$ cat config.mk
export PLATFORM = sky130hd
export DESIGN_NAME = eth_frame_scheduler_flat
export DESIGN_NICKNAME = d
export VERILOG_FILES = /design/src/rtl/eth_gen_pkg.sv /design/src/rtl/eth_frame_scheduler_if.sv /design/src/rtl/eth_frame_scheduler_rr_arbiter.sv /design/src/rtl/eth_frame_scheduler.sv /design/src/flat_wrapper.sv
export SDC_FILE = /design/constraint.sdc
export NUM_CORES = 1
export LEC_CHECK = 0
export CAP_MARGIN = 5
export CELL_PAD_IN_SITES_DETAIL_PLACEMENT = 0
export CELL_PAD_IN_SITES_GLOBAL_PLACEMENT = 2
export CORE_MARGIN = 10
export CORE_UTILIZATION = 34
export DETAILED_ROUTE_END_ITERATION = 8
export PLACE_DENSITY_LB_ADDON = 0.25
export SYNTH_ARGS = -nofsm -noshare
export SYNTH_HDL_FRONTEND = slang
export SYNTH_HIERARCHICAL = 1
export SYNTH_SLANG_ARGS = --single-unit
$ cat constraint.sdc
create_clock -name clk -period 4.5 [get_ports clk]
set_input_delay 0.45 -clock clk [delete_from_list [all_inputs] [get_ports clk]]
set_output_delay 0.45 -clock clk [all_outputs]
set_load 0.02 [all_outputs]
$ cat src/rtl/eth_gen_pkg.sv
// Shared MII code constants, interrupt codes and scheduler state type
// for the eth_1600g frame generator datapath.
package eth_gen_pkg;

    localparam logic [7:0] IDLE_CODE     = 8'h07;
    localparam logic [7:0] START_CODE    = 8'hFB;
    localparam logic [7:0] PREAMBLE_CODE = 8'h55;
    localparam logic [7:0] SFD_CODE      = 8'hD5;
    localparam logic [7:0] TERM_CODE     = 8'hFD;

    localparam logic [7:0] STOP_TX   = 8'h01;
    localparam logic [7:0] STOP_DATA = 8'h02;

    typedef enum logic [1:0] {
        S_IDLE,
        S_START,
        S_WAIT_EOF,
        S_GAP
    } sched_state_t;

    function automatic int clog2_min1(input int n);
        return (n > 1) ? $clog2(n) : 1;
    endfunction

endpackage

$ cat src/rtl/eth_frame_scheduler_if.sv
// Request/grant and generator-side signal bundle of the frame scheduler.
// master = scheduler side, slave = sources plus generator side.
interface eth_frame_scheduler_if #(
    parameter int NUM_REQ = 4
);

    logic [NUM_REQ-1:0]   i_req;
    logic [NUM_REQ*8-1:0] i_interrupt;
    logic [7:0]           i_gen_tx_data;
    logic [NUM_REQ-1:0]   o_grant;
    logic [NUM_REQ-1:0]   o_done;
    logic                 o_timeout;
    logic                 o_busy;
    logic                 o_gen_start;
    logic [7:0]           o_gen_interrupt;

    modport master (
        input  i_req,
        input  i_interrupt,
        input  i_gen_tx_data,
        output o_grant,
        output o_done,
        output o_timeout,
        output o_busy,
        output o_gen_start,
        output o_gen_interrupt
    );

    modport slave (
        output i_req,
        output i_interrupt,
        output i_gen_tx_data,
        input  o_grant,
        input  o_done,
        input  o_timeout,
        input  o_busy,
        input  o_gen_start,
        input  o_gen_interrupt
    );

endinterface

$ cat src/rtl/eth_frame_scheduler_rr_arbiter.sv
// Combinational round-robin pick: first set request at or above ptr,
// wrapping at N.
module rr_arbiter #(
    parameter int N  = 4,
    parameter int IW = 2
) (
    input  logic [N-1:0]  req,
    input  logic [IW-1:0] ptr,
    output logic [N-1:0]  grant,
    output logic [IW-1:0] idx,
    output logic          valid
);

    logic [IW-1:0] j;

    always_comb begin
        grant = '0;
        idx   = '0;
        valid = 1'b0;
        j     = '0;
        for (int i = 0; i < N; i++) begin
            j = IW'((int'(ptr) + i) % N);
            if (!valid && req[j]) begin
                valid    = 1'b1;
                idx      = j;
                grant[j] = 1'b1;
            end
        end
    end

endmodule

$ cat src/rtl/eth_frame_scheduler.sv
// Round-robin scheduler sharing one MII frame generator between
// NUM_REQ sources, with end-of-frame watch, watchdog and inter-frame gap.
module eth_frame_scheduler
    import eth_gen_pkg::*;
#(
    parameter int         NUM_REQ        = 4,
    parameter int         IFG_CYCLES     = 12,
    parameter int         TIMEOUT_CYCLES = 128,
    parameter logic [7:0] TERMINATE_CODE = TERM_CODE
) (
    input logic                   clk,
    input logic                   i_rst_n,
    eth_frame_scheduler_if.master bus
);

    localparam int IW   = clog2_min1(NUM_REQ);
    localparam int CMAX = (TIMEOUT_CYCLES > IFG_CYCLES) ?
                          TIMEOUT_CYCLES : IFG_CYCLES;
    localparam int CW   = $clog2(CMAX + 1);

    localparam logic [CW-1:0] TMO_LAST = CW'(TIMEOUT_CYCLES - 1);
    localparam logic [CW-1:0] IFG_LAST =
        CW'((IFG_CYCLES > 0) ? IFG_CYCLES - 1 : 0);

    sched_state_t       state_q, state_d;
    logic [CW-1:0]      cnt_q, cnt_d;
    logic [IW-1:0]      idx_q, idx_d;
    logic [IW-1:0]      ptr_q, ptr_d;
    logic [NUM_REQ-1:0] oh_q, oh_d;
    logic [7:0]         int_q, int_d;
    logic [NUM_REQ-1:0] grant_q, grant_d;
    logic [NUM_REQ-1:0] done_q, done_d;
    logic               tmo_q, tmo_d;
    logic               busy_q, busy_d;
    logic               start_q, start_d;
    logic [7:0]         gint_q, gint_d;

    logic [NUM_REQ-1:0] arb_grant;
    logic [IW-1:0]      arb_idx;
    logic               arb_valid;
    logic [7:0]         sel_int;
    logic               term;
    logic [IW-1:0]      ptr_next;

    rr_arbiter #(
        .N  (NUM_REQ),
        .IW (IW)
    ) u_arb (
        .req   (bus.i_req),
        .ptr   (ptr_q),
        .grant (arb_grant),
        .idx   (arb_idx),
        .valid (arb_valid)
    );

    assign sel_int  = bus.i_interrupt[{arb_idx, 3'b000} +: 8];
    assign term     = (bus.i_gen_tx_data == TERMINATE_CODE);
    assign ptr_next = (idx_q == IW'(NUM_REQ - 1)) ? '0 : idx_q + 1'b1;

    always_comb begin
        state_d = state_q;
        cnt_d   = cnt_q;
        idx_d   = idx_q;
        ptr_d   = ptr_q;
        oh_d    = oh_q;
        int_d   = int_q;
        grant_d = '0;
        done_d  = '0;
        tmo_d   = 1'b0;
        start_d = 1'b0;
        gint_d  = '0;
        unique case (state_q)
            S_IDLE: begin
                if (arb_valid) begin
                    state_d = S_START;
                    idx_d   = arb_idx;
                    oh_d    = arb_grant;
                    int_d   = sel_int;
                end
            end
            S_START: begin
                start_d = 1'b1;
                grant_d = oh_q;
                gint_d  = int_q;
                cnt_d   = '0;
                state_d = S_WAIT_EOF;
            end
            S_WAIT_EOF: begin
                cnt_d = cnt_q + 1'b1;
                // terminate takes priority over a coincident watchdog expiry
                if (term || cnt_q == TMO_LAST) begin
                    done_d  = oh_q;
                    tmo_d   = !term;
                    cnt_d   = '0;
                    ptr_d   = ptr_next;
                    state_d = (IFG_CYCLES == 0) ? S_IDLE : S_GAP;
                end else begin
                    grant_d = oh_q;
                    gint_d  = int_q;
                end
            end
            S_GAP: begin
                if (cnt_q == IFG_LAST) begin
                    state_d = S_IDLE;
                end else begin
                    cnt_d = cnt_q + 1'b1;
                end
            end
            default: state_d = S_IDLE;
        endcase
        busy_d = (state_d != S_IDLE);
    end

    always_ff @(posedge clk or negedge i_rst_n) begin
        if (!i_rst_n) begin
            state_q <= S_IDLE;
            cnt_q   <= '0;
            idx_q   <= '0;
            ptr_q   <= '0;
            oh_q    <= '0;
            int_q   <= '0;
            grant_q <= '0;
            done_q  <= '0;
            tmo_q   <= 1'b0;
            busy_q  <= 1'b0;
            start_q <= 1'b0;
            gint_q  <= '0;
        end else begin
            state_q <= state_d;
            cnt_q   <= cnt_d;
            idx_q   <= idx_d;
            ptr_q   <= ptr_d;
            oh_q    <= oh_d;
            int_q   <= int_d;
            grant_q <= grant_d;
            done_q  <= done_d;
            tmo_q   <= tmo_d;
            busy_q  <= busy_d;
            start_q <= start_d;
            gint_q  <= gint_d;
        end
    end

    assign bus.o_grant         = grant_q;
    assign bus.o_done          = done_q;
    assign bus.o_timeout       = tmo_q;
    assign bus.o_busy          = busy_q;
    assign bus.o_gen_start     = start_q;
    assign bus.o_gen_interrupt = gint_q;

endmodule

$ cat src/flat_wrapper.sv
// flat-port wrapper written by rule: the top's interface ports become plain ports
module eth_frame_scheduler_flat import eth_gen_pkg::*;
#(
    parameter int         NUM_REQ        = 4,
    parameter int         IFG_CYCLES     = 12,
    parameter int         TIMEOUT_CYCLES = 128,
    parameter logic [7:0] TERMINATE_CODE = TERM_CODE
)
  (clk, i_rst_n, bus_i_req, bus_i_interrupt, bus_i_gen_tx_data, bus_o_grant, bus_o_done, bus_o_timeout, bus_o_busy, bus_o_gen_start, bus_o_gen_interrupt);
  eth_frame_scheduler_if #(.NUM_REQ(NUM_REQ)) bus_i ();
  input logic clk;
  input logic i_rst_n;
  input wire logic [$bits(bus_i.i_req)-1:0] bus_i_req;
  input wire logic [$bits(bus_i.i_interrupt)-1:0] bus_i_interrupt;
  input wire logic [$bits(bus_i.i_gen_tx_data)-1:0] bus_i_gen_tx_data;
  output wire logic [$bits(bus_i.o_grant)-1:0] bus_o_grant;
  output wire logic [$bits(bus_i.o_done)-1:0] bus_o_done;
  output wire logic [$bits(bus_i.o_timeout)-1:0] bus_o_timeout;
  output wire logic [$bits(bus_i.o_busy)-1:0] bus_o_busy;
  output wire logic [$bits(bus_i.o_gen_start)-1:0] bus_o_gen_start;
  output wire logic [$bits(bus_i.o_gen_interrupt)-1:0] bus_o_gen_interrupt;
  assign bus_i.i_req = bus_i_req;
  assign bus_i.i_interrupt = bus_i_interrupt;
  assign bus_i.i_gen_tx_data = bus_i_gen_tx_data;
  assign bus_o_grant = bus_i.o_grant;
  assign bus_o_done = bus_i.o_done;
  assign bus_o_timeout = bus_i.o_timeout;
  assign bus_o_busy = bus_i.o_busy;
  assign bus_o_gen_start = bus_i.o_gen_start;
  assign bus_o_gen_interrupt = bus_i.o_gen_interrupt;
  eth_frame_scheduler #(.NUM_REQ(NUM_REQ), .IFG_CYCLES(IFG_CYCLES), .TIMEOUT_CYCLES(TIMEOUT_CYCLES), .TERMINATE_CODE(TERMINATE_CODE)) u_core (.clk(clk), .i_rst_n(i_rst_n), .bus(bus_i));
endmodule
# --- After elaboration in Yosys (flattened, before gate mapping) ---
# Cells that the tools add are included.
totals:
  register_bits: 45
  in_bits: 46
  out_inout_bits: 19
  word_cells: 100
classes:
  addsub: 5
  order_cmp: 8
  n_eq_ne: 8
  n_shift: 1
  mux: 45
  bitwise: 3
  n_reduce_logical: 18
op_table:
  columns: ["cell", "count"]
  rows:
  - ["32-bit by 6-bit variable part select with 8-bit output", 1]
  - ["4-bit 2-to-1 mux", 7]
  - ["8-bit 2-to-1 mux", 3]
  - ["8-bit case mux with 3 select lines", 1]
  - ["2-bit 2-to-1 mux", 8]
  - ["8-bit case mux with 2 select lines", 1]
  - ["1-bit 2-to-1 mux", 15]
  - ["2-bit by 3-bit less-than comparator with 1-bit output (second input constant)", 4]
  - ["4-bit OR", 3]
  - ["8-bit by 1-bit adder with 8-bit output (second input constant)", 1]
  - ["1-bit binary-select mux with 2-bit select", 4]
  - ["1-bit demux with 2-bit select", 4]
  - ["8-bit by 4-bit equality test with 1-bit output (second input constant)", 1]
  - ["8-bit by 7-bit equality test with 1-bit output (second input constant)", 1]
  - ["8-bit equality test (second input constant)", 1]
  - ["2-bit by 1-bit greater-or-equal comparator with 1-bit output (second input constant)", 4]
  - ["2-bit case mux with 4 select lines", 1]
  - ["4-bit case mux with 2 select lines", 1]
  - ["1-bit logical AND", 7]
  - ["2-bit equality test (second input constant)", 3]
  - ["2-bit AND reduction", 3]
  - ["2-bit by 1-bit adder with 2-bit output (second input constant)", 2]
  - ["2-bit adder (second input constant)", 2]
  - ["1-bit zero test", 4]
  - ["6 further kinds", 6]

# --- Longest topological paths before layout ---
logic_depth:
  depth_word: 15
  mapped_depth: 11
  ltp_nobuf: 9

# --- By module ---
# Netlist, hierarchy kept.
by_module_without_submodules:
  columns: ["mod", "n_inst", "cells_per_inst", "area_each_um2", "seq_area_each_um2"]
  rows:
  - ["eth_frame_scheduler", 1, 176, 2118.3, 1126.1]
  - ["rr_arbiter", 1, 45, 419.2, 0.0]

# --- Worst setup path after synthesis ---
# No wires, ideal clock.
synth_path:
  path_type: "reg-to-reg"
  from: "register u_core.ptr_q[0]"
  to: "register u_core.int_q[0]"
  t_arrival_ns: 2.807
  setup_slack_ns: 1.569
  path_stages_with_launch: 12
  path_buffers: 3
  path_cell_list: "dfrtp_1 > buf_6 > inv_1 > ha_1 > mux4_2 > buf_6 > and2b_2 > o21ai_0 > o31ai_1 > buf_2 > mux4_2 > mux2_2"
synth_between:
  elab_chain_len: 13
synth_lines:
  columns: ["item", "line", "source"]
  rows:
  - ["start: declaration", "eth_frame_scheduler.sv:28", "logic [IW-1:0] ptr_q, ptr_d;"]
  - ["start signal: assignment", "eth_frame_scheduler.sv:132", "ptr_q <= ptr_d;"]
  - ["branches (longest 11 deep; another with 2-bit by 1-bit adder with 2-bit output)", null, null]
  - ["2-bit 2-to-1 mux (*)", "eth_frame_scheduler_rr_arbiter.sv:23", "if (!valid && req[j]) begin"]
  - ["named net u_core.arb_idx[0]", "eth_frame_scheduler.sv:39", "logic [IW-1:0] arb_idx;"]
  - ["32-bit by 6-bit variable part select with 8-bit output (*)", "eth_frame_scheduler.sv:56", "assign sel_int = bus.i_interrupt[{arb_idx, 3'b000} +: 8];"]
  - ["end signal: assignment", "eth_frame_scheduler.sv:134", "int_q <= int_d;"]
  - ["end: declaration", "eth_frame_scheduler.sv:30", "logic [7:0] int_q, int_d;"]
# Mark *: on every way through the listed nets, which the timed path passes. The select of a mux whose other input is x is not followed.
# A chain may end at the register's enable or synchronous reset.

# --- Worst setup path after layout ---
# Same ends and word-level chain as after synthesis.

==> PnR_summary.wiki <==
{| class="wikitable"
! Metric !! Value
|-
| Run status || finished clean
|-
| IR Drop Worst-Case VDD || 206.7 µV
|-
| Setup violations, final || 0
|-
| Number of instances resized during post-cts repair || 0
|-
| Clock buffer count from CTS || 5
|-
| Io pins || 65
|-
| Delay of the slowest cell on the worst path || 0.66 ns
|-
| Routed wirelength normalized by instance count || 16.12 µm
|-
| CP Max Fanout || 13
|-
| Die outline area || 0.01132 mm²
|-
| Number of antenna diodes || 0
|-
| Total cell area at the placement stage || 0.003247 mm²
|-
| Signed area change from the synthesized netlist to the final layout || 31.36%
|-
| Cell taking the most area after synthesis || dfrtp_1
|-
| Sequential power share || 37.5%
|-
| Worst setup path class || reg2reg
|-
| Via count of the routed design || 1898
|-
| Total iterations of the first detailed-routing run || 4
|-
| Cell occurring most often along the worst timing path || mux4_2
|-
| Type of the most critical hold path || in2async
|-
| Nets in the synthesized netlist || 279
|-
| Max-slew violations || 0
|-
| TritonCTS clock tree || built
|-
| Crit path cell chain || inv_1, ha_1, mux4_2, and2b_2, o21ai_0, o31ai_2, buf_4, mux4_2, mux2_2
|-
| Via count of the first global-routing pass || 2140
|-
| Sequential area share after synthesis || 44.38%
|-
| Share of synthesized area spent on multiplexers || 19.72%
|-
| Maximum achievable frequency || 0.3048 GHz
|-
| Synthesized-area fraction occupied by adder cells || 5.917%
|-
| Number of non-filler instances in the completed layout || 382
|-
| Maximum number of pins on one net before global-route repair || 46
|-
| Arrival time of data at the critical path endpoint || 3.47 ns
|-
| R2R Path Start || u_core/ptr_q[0]
|-
| Simple-gate share of the synthesized area || 14.45%
|-
| Core box area || 0.007253 mm²
|-
| HPWL Detailed || 4679 µm
|-
| Internal power || 0.0009838 W
|-
| Count of nets left with antenna violations after detail routing || 0
|-
| Number of remaining DRC errors || 0
|-
| Overall track demand over capacity in global routing || 11.62%
|-
| Worst slew slack as a fraction of its limit || 31.91%
|-
| Cell area power density || 468.0 mW/mm²
|-
| Clock network fraction of design power || 16.3%
|-
| Area of the mapped netlist || 0.002537 mm²
|-
| Vias per cell || 4.969
|-
| Final period demand of the worst path || 3.281 ns
|-
| Sum of overflow across all layers after global routing || 0
|-
| Fin crit share || 72.92%
|-
| Launching instance or port of the critical path || u_core/ptr_q[0]
|-
| Standard-cell row count || 31
|-
| Worst-path clk slew || 0.08 ns
|-
| Final count of hold timing violations || 0
|-
| Slew at the pin with the worst max-slew slack || 1.021 ns
|-
| Main combinational cell family by area after synthesis || multiplexers
|-
| Count of synthesis-stage warnings from yosys || 6
|-
| Effective utilization at floorplan || 34.98%
|-
| Number of antenna violations at the first check in global routing || 0
|-
| Routed wire length || 6159 µm
|-
| Global placer's final weighted congestion || 0.8006
|-
| Register bit total from synthesis || 45
|-
| Die height || 106.4 µm
|-
| Category of the worst setup path capture point || register
|-
| Count of flip-flops with a built-in enable after synthesis || 0
|-
| Max Buffers Root-to-Sink || 2
|-
| Hold Buf Count CTS || 0
|-
| Most frequent cell after synthesis || dfrtp_1
|-
| Number of cells after detailed placement || 375
|-
| Core occupancy in the finished layout || 45.95%
|-
| Async S/R FF share, synth || 100.0%
|-
| Fin Setup TNS || 0 ns
|-
| Post-CTS repair timing setup buffer count || 0
|-
| Library cells used by synthesis || 43
|-
| Combinational Power Share || 46.2%
|-
| Gate Count Post-Synth || 221
|-
| Top post-synthesis cells by area || dfrtp_1 44%, mux4_2 8.9%, mux2_2 8.0%, ha_1 5.9%, nand2_1 3.4%
|-
| Global-route wire length before repair || 10720 µm
|-
| Most used flip-flop cell after synthesis || dfrtp_1
|-
| Required time of the critical path || 4.68 ns
|-
| Switching power of the nets || 0.0005761 W
|-
| Area share of the largest cell type after synthesis || 44.38%
|-
| Crit path launch type || register
|-
| Switching power share of the total || 36.93%
|-
| Clk_lat worst skew || 0.29 ns
|-
| Commonest cells in the synthesized netlist || 45 x dfrtp_1, 23 x nand2_1, 21 x nor2_1, 18 x mux2_2, 12 x ha_1
|-
| Leakage dissipation || 1.351 nW
|-
| Number of nets in the finished design || 341
|-
| Cell with the largest stage delay on the worst path || dfrtp_1
|-
| Max-capacitance violation count || 0
|-
| Setup repair after global routing missed its margin || false
|-
| Violation count after the first detailed-route iteration || 50
|-
| Cell area after layout || 0.003333 mm²
|-
| Port bufs || 64
|-
| Die Span X || 106.4 µm
|-
| Share of the synthesized netlist area taken by xor and xnor gates || 1.036%
|-
| Clk_skew || 0.01124 ns
|-
| Mean Syn Cell Area || 11.48 µm²
|-
| Maximum level of the CTS H-tree || 2
|-
| Proportion of layout cells with a drive suffix above 1 || 15.90%
|-
| Clock sink count || 45
|-
| Area fraction in compound gates after synthesis || 10.70%
|-
| Root cell of the clock tree || clkbuf_8
|-
| Post-layout total power || 0.001560 W
|}
-- area by class of cell --
class | instances | area [µm²]
clock buffers | 7 | 86.33
well taps | 99 | 123.9
inverters | 9 | 33.78
flip-flops and latches | 45 | 1126
fillers | 719 | 3920
repair buffers | 65 | 643.1
multi-input cells | 157 | 1320
-- cell usage in the layout, fill, tap and decap left out, drive strengths merged, types with 2 or more instances in the layout --
master,Yosys,final
o21a,3,3
nand2,23,23
xnor2,3,3
mux4,12,12
dfrtp,45,45
nand2b,3,3
a211oi,2,2
clkbuf,4,7
a21oi,6,6
buf,6,2
nand3,2,2
o21ai,9,9
inv,9,9
nor4,4,4
ha,12,12
nor2,21,21
mux2,18,18
clkdlybuf4s50,0,63
mux2i,2,2
o22ai,3,3
a22oi,8,8
and2,6,6
nor3,5,5
a31oi,2,2
-- state kept, by name, indices dropped and copies added, names as in the netlist --
name                        count
u_core/bus.o_gen_start          1
u_core/int_q                    8
u_core/oh_q                     4
u_core/bus.o_gen_interrupt      8
u_core/bus.o_timeout            1
u_core/bus.o_busy               1
u_core/ptr_q                    2
u_core/state_q                  2
u_core/bus.o_grant              4
u_core/idx_q                    2
u_core/bus.o_done               4
u_core/cnt_q                    8
-- layer usage --
metal / vias up / global-route usage, % / share of wire (%)
met3: 5 / 4.952 / 8.3
met5: - / 0 / 0
met2: 54 / 19.30 / 48
met1: 916 / 13.53 / 43
li1: 923 / - / -
met4: 0 / 2.901 / 1.0
-- power groups by stage --
| stage | Combinational (W) | Clock (W) | Sequential [W] |
|---|---|---|---|
| CTS | 0.000736 | 0.000264 | 0.000587 |
| detailed placement | 0.000734 | 0 | 0.000594 |
| finish | 0.000720 | 0.000254 | 0.000586 |
| floorplan | 0.000444 | 0 | 0.000636 |
| global route | 0.000804 | 0.000278 | 0.000603 |
| global placement | 0.000730 | 0 | 0.000592 |
-- critical path: cells and delay by family (launching register included) --
family | cells | cell delay [ns]
buffers and inverters | 2 | 0.41
multiplexers | 3 | 1.22
AO/OA/AOI/OAI | 2 | 0.19
adder cells (fa/ha/maj) | 1 | 0.39
flip-flops | 1 | 0.66
AND/OR/NAND/NOR | 1 | 0.31
-- cells by family (layout without fill, tap and decap cells) --
group / Yosys count / after routing
buffers and inverters: 19 / 81
adder cells (fa/ha/maj): 12 / 12
AND/OR/NAND/NOR: 71 / 71
AO/OA/AOI/OAI: 39 / 39
multiplexers: 32 / 32
flip-flops: 45 / 45
XOR/XNOR: 3 / 3
-- stage by stage --
stage / setup slack (ns) / hold WS [ns]
finish: 1.219 / 0.3264
global route: 0.9201 / 0.3998
CTS: 1.199 / 0.3693
detailed placement: 1.182 / 0.4882
global placement: 1.284 / 0.4823
floorplan: 1.569 / 0.1544
-- final timing paths --
| check | slack [ns] | cells after the start | to |
|---|---|---|---|
| setup / recovery | 1.22 | 9 | u_core/int_q[0] |
| hold / removal | 0.33 | 1 | u_core/bus.o_busy |
| setup reg to reg | 1.22 | 9 | u_core/int_q[0] |
| hold reg to reg | 0.49 | 2 | u_core/bus.o_gen_interrupt[6] |
| max in group asynchronous | 3.54 | 1 | u_core/ptr_q[0] |
| min in group clk | 0.49 | 2 | u_core/bus.o_gen_interrupt[6] |
No activity file was read; power rests on OpenSTA's default activity.
